## config.mk

```make
export PLATFORM = sky130hd
export DESIGN_NAME = cordic_seq_ctrl
export DESIGN_NICKNAME = d
export VERILOG_FILES = /design/src/rtl/cordic_pkg.sv /design/src/rtl/cordic_seq_ctrl.sv
export SDC_FILE = /design/constraint.sdc
export NUM_CORES = 1
export LEC_CHECK = 0
export ABC_AREA = 1
export BUFFER_PORTS_ARGS = -buffer_cell sky130_fd_sc_hd__buf_2
export CAP_MARGIN = 25
export CORE_MARGIN = 4
export CORE_UTILIZATION = 55
export CTS_BUF_LIST = sky130_fd_sc_hd__clkbuf_4 sky130_fd_sc_hd__clkbuf_8
export DETAILED_ROUTE_END_ITERATION = 12
export GPL_ROUTABILITY_DRIVEN = 0
export PLACE_DENSITY = 0.8
export SYNTH_ARGS = -nofsm -noshare
export SYNTH_HDL_FRONTEND = slang
export SYNTH_SLANG_ARGS = --single-unit
```

## constraint.sdc

```tcl
create_clock -name clk -period 3.1 [get_ports clk]
set_input_delay 0.155 -clock clk [delete_from_list [all_inputs] [get_ports clk]]
set_output_delay 0.155 -clock clk [all_outputs]
set_load 0.005 [all_outputs]
```

## src/rtl/cordic_pkg.sv

```systemverilog
// Shared types and constants for the CORDIC iteration sequencer.
package cordic_pkg;
   localparam int K_WIDTH         = 5;
   localparam int ANGLE_MAX       = 99;
   localparam int ANGLE_DEPTH_DEF = 10;

   typedef logic signed [ANGLE_DEPTH_DEF-1:0] angle_t;

   typedef enum logic [1:0] {
      IDLE = 2'd0,
      LOAD = 2'd1,
      ITER = 2'd2,
      DONE = 2'd3
   } state_t;
endpackage

```

## src/rtl/cordic_seq_ctrl.sv

```systemverilog
// CORDIC iteration sequencer: walks k through the atan LUT, accumulates the residual z.
// Optional early termination on a zero residual is enabled by defining CORDIC_EARLY_TERM_EN.
module cordic_seq_ctrl
   import cordic_pkg::*;
#(
   parameter int ITERATIONS  = 20,
   parameter int ANGLE_DEPTH = 10
) (
   input  logic                          clk,
   input  logic                          rst,
   input  logic                          in_valid,
   output logic                          in_ready,
   input  logic signed [ANGLE_DEPTH-1:0] angle_in,
   output logic [K_WIDTH-1:0]            lut_k,
   input  logic signed [ANGLE_DEPTH-1:0] lut_angle,
   output logic                          xy_load,
   output logic                          xy_step,
   output logic                          xy_dir,
   output logic                          busy,
   output logic                          out_valid,
   input  logic                          out_ready,
   output logic signed [ANGLE_DEPTH-1:0] z_res
);

`ifdef CORDIC_EARLY_TERM_EN
   localparam bit EARLY_TERM = 1'b1;
`else
   localparam bit EARLY_TERM = 1'b0;
`endif

   localparam logic [K_WIDTH-1:0]            K_LAST = K_WIDTH'(ITERATIONS - 1);
   localparam logic signed [ANGLE_DEPTH-1:0] Z_HI   = ANGLE_DEPTH'(ANGLE_MAX);
   localparam logic signed [ANGLE_DEPTH-1:0] Z_LO   = -Z_HI;

   state_t                          state_q;
   logic [K_WIDTH-1:0]              k_q;
   logic signed [ANGLE_DEPTH-1:0]   z_q;
   logic signed [ANGLE_DEPTH-1:0]   z_res_q;
   logic                            in_ready_q;
   logic                            xy_load_q;
   logic                            xy_step_q;
   logic                            busy_q;
   logic                            out_valid_q;

   logic                            dir;
   logic                            stop_early;
   logic signed [ANGLE_DEPTH-1:0]   z_step_d;
   logic signed [ANGLE_DEPTH-1:0]   z_clamp_d;

   assign dir        = ~z_q[ANGLE_DEPTH-1];
   assign z_step_d   = dir ? (z_q - lut_angle) : (z_q + lut_angle);
   assign stop_early = EARLY_TERM && (k_q != '0) && (z_q == '0);

   // The clamp keeps |z| within the LUT sum so the residual never wraps.
   always_comb begin
      z_clamp_d = angle_in;
      if (angle_in > Z_HI) begin
         z_clamp_d = Z_HI;
      end else if (angle_in < Z_LO) begin
         z_clamp_d = Z_LO;
      end
   end

   always_ff @(posedge clk) begin
      if (rst) begin
         state_q     <= IDLE;
         k_q         <= '0;
         z_q         <= '0;
         z_res_q     <= '0;
         in_ready_q  <= 1'b1;
         xy_load_q   <= 1'b0;
         xy_step_q   <= 1'b0;
         busy_q      <= 1'b0;
         out_valid_q <= 1'b0;
      end else begin
         case (state_q)
            IDLE: begin
               if (in_valid && in_ready_q) begin
                  state_q    <= LOAD;
                  z_q        <= z_clamp_d;
                  k_q        <= '0;
                  in_ready_q <= 1'b0;
                  xy_load_q  <= 1'b1;
                  busy_q     <= 1'b1;
               end
            end
            LOAD: begin
               state_q   <= ITER;
               xy_load_q <= 1'b0;
               xy_step_q <= 1'b1;
            end
            ITER: begin
               if (stop_early) begin
                  state_q     <= DONE;
                  k_q         <= '0;
                  z_q         <= '0;
                  z_res_q     <= '0;
                  xy_step_q   <= 1'b0;
                  busy_q      <= 1'b0;
                  out_valid_q <= 1'b1;
               end else if (k_q == K_LAST) begin
                  state_q     <= DONE;
                  k_q         <= '0;
                  z_q         <= z_step_d;
                  z_res_q     <= z_step_d;
                  xy_step_q   <= 1'b0;
                  busy_q      <= 1'b0;
                  out_valid_q <= 1'b1;
               end else begin
                  k_q       <= k_q + K_WIDTH'(1);
                  z_q       <= z_step_d;
                  // Look ahead: a zero residual next cycle means that cycle issues no step.
                  xy_step_q <= !(EARLY_TERM && (z_step_d == '0));
               end
            end
            DONE: begin
               if (out_ready) begin
                  state_q     <= IDLE;
                  out_valid_q <= 1'b0;
                  in_ready_q  <= 1'b1;
               end
            end
            default: begin
               state_q <= IDLE;
            end
         endcase
      end
   end

   assign in_ready  = in_ready_q;
   assign lut_k     = k_q;
   assign xy_load   = xy_load_q;
   assign xy_step   = xy_step_q;
   assign xy_dir    = dir;
   assign busy      = busy_q;
   assign out_valid = out_valid_q;
   assign z_res     = z_res_q;

endmodule

```

==> flow_summary.yaml <==
run_status:
  status: "complete, no violations"
cells_and_area:
  nFillCells: 343
  fin_nets: 414
  antennaDiodeCount: 0
  syn_to_final_growth_pct: 15.3
  regArea_um2: 641
  layoutNonFillerInstCount: 421
  drive_gt1_share_pct: 18.2
  multi_input_area_um2: 1380
synth:
  synth_top_area_share_pct: 28.8
  synth_warnings: 0
  ys_ff_latch: 32
  syn_area_um2: 2230
  synth_most_common_cell: "nand2_1"
  synth_area_leaders: "dfxtp_1 (29%), nand2_1 (14%), ha_1 (9.6%), inv_1 (6.6%), nand3_1 (6.1%)"
  synthFlopType: "dfxtp_1"
  async_flop_share_pct: 0
  synthTopCellsByCount: "nand2_1 (85), inv_1 (39), dfxtp_1 (32), nand3_1 (27), a21oi_1 (26)"
  yosysUniqueCellTypes: 31
  ys_seq_area_share_pct: 28.8
  synth_edf_count: 0
  postSynthNetCount: 370
  syn_inst: 328
  synth_largest_area_cell: "dfxtp_1"
  syn_avg_cell_area_um2: 6.79
route:
  wl_per_cell_um: 12.9
  ant_nets: 0
  vias: 2220
  first_pass_iters: 5
  drc_errors: 0
  drt-vias-per-instance: 5.27
  wl_um: 5420
  drt_iter0_drc: 184
floorplanning:
  die_w_um: 71.6
  fp.dieArea_um2: 5130
  num_rows: 22
  die_h_um: 71.6
  core_um2: 3800
  start_util_pct: 58.6
  io_pins: 45
setup_path:
  reg2reg_depth: 12
  startpoint_type: "flip-flop"
  path_max_fanout: 7
  end_kind: "flip-flop"
  required_ns: 3.33
  arrival_ns: 2.39
  r2r_end: "z_res[8]"
  worstReg2RegStart: "z_q[9]"
  r2r_slack_ns: 0.94
  worstSetupPathType: "reg2reg"
timing:
  slew_viol_final: 0
  hold_viol_final: 0
  fmax_mhz: 462
  period_needed_ns: 2.16
  worstMarginPinSlew_ns: 0.702
  finalSetupViolCount: 0
  worst_slack_ns: 0.936
  slew_headroom_pct: 53.1
  tns_ns: 0
  rsz0062_at_grt: "false"
  fin_skew_ns: 0.00323
  hold_ws_ns: 0.130
  period_share_pct: 69.8
min_path:
  hold-path-endpoint: "in_ready"
  min-delay-start: "out_ready"
  min_path_cells: 3
  hp-class: "in2reg"
cts:
  cts_tree: "built"
  cts_buffer_depth: 2
  htree_levels: 2
  clk_pin_slew_ns: 0.07
  post-cts-setup-buffer-count: 0
  cts_sinks: 32
  cts-resized-gates: 0
  numCtsBuffers: 5
  root_buffer: "clkbuf_8"
  clkLatencyLatePin_ns: 0.28
  cts-hold-fix-buffers: 0
place:
  dp_hpwl_um: 4170
  place_ws_ns: 0.766
  dp_cells: 413
  port_buffers: 44
power_and_ir_drop:
  p_leak_nw: 1.35
  p_per_area_nw_per_um2: 881
  ir_drop_mv: 0.467
grt:
  grt_pass1_vias: 2092
  grt_max_degree: 24
  overflow: 0
  grt_usage_pct: 21.6
  antenna_found_initial: 0
  grt_pass1_wl_um: 9000
job:
  drv_cap: 0
[stage by stage]
| step | util (%) | area, um2 | power [mW] |
|---|---|---|---|
| 3_3_place_gp | 64.7 | 2460 | 1.82 |
| 2_1_floorplan | - | 2230 | 1.56 |
| 4_1_cts | 67.6 | 2570 | 2.25 |
| 3_5_place_dp | 64.7 | 2460 | 1.84 |
| 5_1_grt | 67.6 | 2570 | 2.47 |
| 6_report | 67.6 | 2570 | 2.26 |
[per-layer routing]
layer	routed length (um)	GRT usage (%)	up-vias
li1	-	-	1161
met1	2530	28.4	982
met2	2400	33.9	71
met3	446	7.01	6
met4	46	5.85	0
met5	0	0	-
[sequential cells by signal, summed over array words and instances (netlist names)]
register and cells:
lut_k 5, xy_step 1, busy 1, state_q 2, z_q 10, out_valid 1
in_ready 1, z_res 10, xy_load 1
[cell type report]
type                       count  share of cell area [%]
multi-input combinational    247                    53.5
tap                           48                    2.34
clock buffer                   6                    2.97
sequential                    32                    24.9
inverter                      41                    5.99
timing repair buffer          45                    8.87
clock inverter                 2                    1.36
[placed cells by master, fill, tap and decap left out, types with 5 or more instances in the layout]
cell type	n
nand2_1	85
xnor2_1	5
dfxtp_1	32
nand3_1	27
inv_1	39
buf_2	44
o21ai_0	20
xor2_1	7
clkbuf_8	5
nor2_1	21
a21oi_1	26
ha_1	17
[how the worst max path moves through the flow]
stage	start	end	slack, ns	cells past startpoint
floorplan	lut_angle[0]	z_res[9]	1.13	16
global placement	lut_angle[0]	z_res[9]	0.88	17
detailed placement	lut_angle[0]	z_res[9]	0.77	17
CTS	z_q[9]	z_res[5]	0.92	11
global route	z_q[9]	z_res[9]	0.65	14
finish	z_q[9]	z_res[8]	0.94	12
[critical path: stages (launching register included)]
cell     delay [ns]
dfxtp_1        0.47
inv_1          0.15
o21ai_0        0.13
xnor2_1        0.18
ha_1           0.33
a21oi_1        0.26
o21a_1         0.16
nand2_1        0.05
nand2_1        0.07
nand3_1        0.09
nand2_1        0.10
nand2_1        0.05
inv_1          0.07
[power by group]
group / leakage, nW / total (mW) / switching (mW) / internal [mW]
clock network: 0.0586 / 0.402 / 0.155 / 0.247
logic: 1.03 / 1.28 / 0.812 / 0.467
registers: 0.261 / 0.581 / 0.0742 / 0.507
total: 1.35 / 2.26 / 1.04 / 1.22
[logic make-up after synthesis]
family / count (synthesis) / share of synthesized area [%]
adder cells (fa/ha/maj): 18 / 10.4
buffers and inverters: 49 / 9.49
AO/OA/AOI/OAI: 67 / 17.9
AND/OR/NAND/NOR: 150 / 28.7
XOR/XNOR: 12 / 4.72
flip-flops: 32 / 28.8
Power figures use the tool's default switching activity.
